File: src/rtl/key_step_pulse.sv
// Push-button front end: synchronise, debounce, then turn each accepted press
// into one-cycle step pulses with optional auto-repeat and a wrapping step count.
module key_step_pulse #(
    parameter int DEBOUNCE_CYCLES = 4,
    parameter int REPEAT_DELAY    = 8,
    parameter int REPEAT_PERIOD   = 4,
    parameter int CNT_W           = 16
) (
    input  logic       clk,
    input  logic       reset,
    input  logic       key_in,
    input  logic       auto_en,
    output logic       step,
    output logic       key_level,
    output logic [7:0] step_cnt,
    output logic [1:0] dbg_state
);

    typedef enum logic [1:0] {
        ST_IDLE   = 2'd0,
        ST_HOLD   = 2'd1,
        ST_REPEAT = 2'd2
    } state_t;

    localparam logic [CNT_W-1:0] DB_LAST  = CNT_W'(DEBOUNCE_CYCLES - 1);
    localparam logic [CNT_W-1:0] RD_LAST  = CNT_W'(REPEAT_DELAY - 1);
    localparam logic [CNT_W-1:0] RP_LAST  = CNT_W'(REPEAT_PERIOD - 1);
    localparam logic [CNT_W-1:0] CNT_ONE  = CNT_W'(1);

    logic             s1_q, s2_q;
    logic             level_q, level_d;
    logic [CNT_W-1:0] dcnt_q, dcnt_d;
    logic             accept;
    logic             key_rise, key_fall;

    state_t           state_q, state_d;
    logic [CNT_W-1:0] rcnt_q, rcnt_d;
    logic             step_q, step_d;
    logic [7:0]       step_cnt_q, step_cnt_d;

    // Two-flop synchroniser; only s2_q is seen by the rest of the block.
    always_ff @(posedge clk) begin
        if (reset) begin
            s1_q <= 1'b0;
            s2_q <= 1'b0;
        end else begin
            s1_q <= key_in;
            s2_q <= s1_q;
        end
    end

    always_comb begin
        level_d = level_q;
        dcnt_d  = '0;
        accept  = 1'b0;
        if (s2_q != level_q) begin
            if (dcnt_q == DB_LAST) begin
                accept  = 1'b1;
                level_d = s2_q;
            end else begin
                dcnt_d = dcnt_q + CNT_ONE;
            end
        end
    end

    // Edge events fire on the same clock edge that updates key_level.
    assign key_rise = accept & s2_q;
    assign key_fall = accept & ~s2_q;

    always_ff @(posedge clk) begin
        if (reset) begin
            level_q <= 1'b0;
            dcnt_q  <= '0;
        end else begin
            level_q <= level_d;
            dcnt_q  <= dcnt_d;
        end
    end

    always_comb begin
        state_d = state_q;
        rcnt_d  = rcnt_q;
        step_d  = 1'b0;
        unique case (state_q)
            ST_IDLE: begin
                if (key_rise) begin
                    step_d  = 1'b1;
                    rcnt_d  = '0;
                    state_d = ST_HOLD;
                end
            end
            ST_HOLD: begin
                if (key_fall) begin
                    state_d = ST_IDLE;
                end else if (rcnt_q == RD_LAST) begin
                    // Counter parks at the last value until auto-repeat is enabled.
                    if (auto_en) begin
                        step_d  = 1'b1;
                        rcnt_d  = '0;
                        state_d = ST_REPEAT;
                    end
                end else begin
                    rcnt_d = rcnt_q + CNT_ONE;
                end
            end
            ST_REPEAT: begin
                if (key_fall) begin
                    state_d = ST_IDLE;
                end else if (!auto_en) begin
                    rcnt_d  = '0;
                    state_d = ST_HOLD;
                end else if (rcnt_q == RP_LAST) begin
                    step_d = 1'b1;
                    rcnt_d = '0;
                end else begin
                    rcnt_d = rcnt_q + CNT_ONE;
                end
            end
            default: begin
                state_d = ST_IDLE;
                rcnt_d  = '0;
            end
        endcase
    end

    assign step_cnt_d = step_d ? step_cnt_q + 8'd1 : step_cnt_q;

    always_ff @(posedge clk) begin
        if (reset) begin
            state_q    <= ST_IDLE;
            rcnt_q     <= '0;
            step_q     <= 1'b0;
            step_cnt_q <= 8'd0;
        end else begin
            state_q    <= state_d;
            rcnt_q     <= rcnt_d;
            step_q     <= step_d;
            step_cnt_q <= step_cnt_d;
        end
    end

    assign step      = step_q;
    assign key_level = level_q;
    assign step_cnt  = step_cnt_q;
    assign dbg_state = state_q;

endmodule
File: config.mk
export PLATFORM = sky130hd
export DESIGN_NAME = key_step_pulse
export DESIGN_NICKNAME = d
export VERILOG_FILES = /design/src/rtl/key_step_pulse.sv
export SDC_FILE = /design/constraint.sdc
export NUM_CORES = 1
export LEC_CHECK = 0
export CORE_ASPECT_RATIO = 1.4
export CORE_MARGIN = 1
export CORE_UTILIZATION = 39
export CTS_CLUSTER_DIAMETER = 60
export DETAILED_ROUTE_END_ITERATION = 16
export SYNTH_ARGS = -nofsm -noshare
export SYNTH_HDL_FRONTEND = slang
export SYNTH_SLANG_ARGS = --single-unit
File: constraint.sdc
create_clock -name clk -period 1.98 [get_ports clk]
set_input_delay 0.198 -clock clk [delete_from_list [all_inputs] [get_ports clk]]
set_output_delay 0.198 -clock clk [all_outputs]
set_load 0.05 [all_outputs]
==> results.cfg <==
[power]
comb_power_share_pct = 2.5
power.density_mw_per_mm2 = 478
p_clk_share_pct = 41.7
leakage_uw = 0.00130
total_power_uw = 1660
switchingPower_uw = 341
seq_power_share_pct = 55.8
internal_power_uw = 1320
peakVddDrop_uv = 330
p_sw_share_pct = 20.5

[floorplan]
initial_core_util_pct = 40.2
core_area_mm2 = 0.00621
die_h_um = 96.7
num_rows = 34
ioPinCount = 16
die-width_um = 69.6
die-area_mm2 = 0.00673

[placement]
io_buffers = 15
placed_area_mm2 = 0.00309
dp_hpwl_um = 4400
place.gp.congestion = 0.829
pre_cts_ws_ns = -0.109

[critical_path]
end_kind = flip-flop
reg2reg_to = rcnt_q[7]
r2r-start = dcnt_q[1]
r2r_slack_ns = -0.03
crit_fanout = 6
worstRegToRegCells = 9
cp-start-kind = flip-flop
crit_type = flip-flop to flip-flop
cp.required_ns = 2.21
critPathArrivalTime_ns = 2.24

[routing]
viasPerCell = 5.42
ant_nets = 0
drt_wl_total_um = 6330
drt_iter0_drc = 105
first_pass_iters = 4
drc = 0
wl_per_cell_um = 14.9
vias = 2302

[grt]
grt_pass1_wl_um = 10800
grt_use_total_pct = 19.8
grt_pass1_vias = 2319
antenna_found_initial = 0
grt_max_degree = 16
grt-ovfl-total = 0

[job]
drv_cap = 0

[final_layout]
fillers = 561
final_cell_mix = buf_4 (52), dfxtp_1 (40), nor2_1 (37)
fin_nets = 363
post-route-cell-area_mm2 = 0.00348
area_growth_syn_to_layout_pct = 39.2
diodes = 0
multi_input_area_mm2 = 0.00171
final-seq-area_um2 = 928
final_common_cell = buf_4
drive_above_1_share_pct = 29.2

[synth]
syn_nets = 294
netlist_area_mm2 = 0.00250
ys_seq_area_share_pct = 36.9
netlist-cell-type-count = 49
synth-seq-cells = 46
synthArstFlopShare_pct = 0
avgSynthCellArea_um2 = 8.82
synth_top_flop_cell = dfxtp_1
synth_cells = 283
synth_edf_count = 0
synth_warnings = 0

[timing]
min_period_ns = 2.01
setup_viol = 9
max_freq_mhz = 497
clock_skew_ns = 0.0119
drv_slew = 0
tightest_slew_ns = 0.623
period_share_pct = 102
max_slew_margin_pct = 58.5
rsz0062_at_grt = yes
setup_ws_ns = -0.0318
hold_viol = 0

[clock_network]
worstSkewPairLatency_ns = 0.30
clkSinkCount = 46
cts_tree = yes
root_buffer = clkbuf_8
cts_buffer_depth = 2
clkTransAtPathRegs_ns = 0.08
cts_buffers = 5
htreeDepth = 2

[min_path]
hold_class = primary input to flip-flop
whs_path_depth = 2
holdCritStartpoint = key_in
min_to = s1_q

[status]
violations = negative setup slack
outcome = complete, but fails checks
## area by class of cell
type | instances | share of cell area [%]
Clock buffer | 7 | 2.20
Clock inverter | 1 | 0.864
Inverter | 10 | 1.08
Multi-Input combinational cell | 217 | 49.1
Sequential cell | 46 | 26.7
Tap cell | 72 | 2.59
Timing Repair Buffer | 72 | 17.4
## power by group through the flow
stage | sequential, uW | combinational, uW | clock [uW]
floorplan | 951 | 17.8 | 0
global placement | 950 | 38.5 | 0
detailed placement | 950 | 39.1 | 0
CTS | 928 | 41.0 | 719
global route | 929 | 45.6 | 748
finish | 928 | 41.7 | 693
## critical path, stage by stage, from the launching register on
cell	delay [ns]
dfxtp_2	0.35
ha_4	0.13
nor4b_4	0.19
nand4_1	0.20
o21a_1	0.27
buf_6	0.14
a211oi_4	0.24
buf_6	0.18
nand4b_1	0.12
a21oi_2	0.14
## registers in the layout, summed over array words and instances (netlist names)
signal	cells
key_level	1
s2_q	1
step_cnt	8
dbg_state	2
dcnt_q	16
rcnt_q	16
s1_q	1
step	1
## how the worst max path moves through the flow
stage | start | end
2_1_floorplan | dcnt_q[1] | rcnt_q[11]
3_3_place_gp | dcnt_q[13] | rcnt_q[10]
3_5_place_dp | dcnt_q[13] | rcnt_q[5]
4_1_cts | dcnt_q[1] | rcnt_q[7]
5_1_grt | dcnt_q[0] | rcnt_q[7]
6_report | dcnt_q[1] | rcnt_q[7]
## timing repair
| action | in CTS | in global routing |
|---|---|---|
| gates cloned | 1 | 0 |
| pin swaps | 17 | 7 |
| setup endpoints to repair | 19 | 26 |
| setup buffers | 4 | 3 |
| hold buffers | 0 | 0 |
| resized for setup | 25 | 10 |
## through the flow
step	hold WS, ns	cells	setup TNS, ns	utilization (%)
floorplan	0.326	283	0	-
global placement	0.439	409	-0.897	49.8
detailed placement	0.443	409	-1.03	49.8
CTS	0.445	422	-0.117	54.7
global route	0.454	425	-2.35	56.0
finish	0.452	425	-0.128	56.0
## routing by layer
layer,vias to the layer above,track usage (%),part of all wire [%]
li1,1156,-,-
met1,1091,22.4,41
met2,37,36.8,53
met3,18,2.71,2.3
met4,0,7.85,3.0
met5,-,0,0
## kinds of logic (layout without fill, tap and decap cells)
family	after synthesis	in the layout	synth area share, %
simple gates	126	126	29.6
fa+ha+maj	7	7	3.51
compound gates	60	60	18.1
buf+inv	20	90	3.21
xor+xnor	18	18	6.31
flops	46	46	36.9
mux	6	6	2.45
## cell usage after synthesis (2+ instances only)
| master | count | area, um2 |
|---|---|---|
| dfxtp_1 | 46 | 921 |
| nor2_1 | 37 | 139 |
| a21oi_1 | 19 | 95.1 |
| nand2_1 | 18 | 67.6 |
| xnor2_1 | 12 | 105 |
| nor2b_1 | 11 | 68.8 |
| o21ai_1 | 11 | 55.1 |
| inv_1 | 10 | 37.5 |
| nand3_1 | 10 | 50.1 |
| and3_1 | 9 | 56.3 |
| ha_1 | 7 | 87.6 |
| o21ai_0 | 7 | 35.0 |
| nand4_1 | 6 | 37.5 |
| xor2_1 | 6 | 52.6 |
| and2_1 | 5 | 31.3 |
| mux2i_1 | 5 | 50.1 |
| a2111oi_2 | 4 | 60.1 |
| a211oi_1 | 4 | 30.0 |
| buf_2 | 4 | 20.0 |
| clkbuf_1 | 4 | 15.0 |
| nor4_1 | 4 | 25.0 |
| o41ai_2 | 4 | 65.1 |
| a32o_1 | 3 | 30.0 |
| and4_1 | 3 | 26.3 |
| nand4b_1 | 3 | 26.3 |
| or3_1 | 3 | 18.8 |
| buf_1 | 2 | 7.51 |
| nand2b_1 | 2 | 12.5 |
| nand3b_1 | 2 | 15.0 |
| nor3_1 | 2 | 10.0 |
| nor4_2 | 2 | 25.0 |
Power figures use the tool's default switching activity.
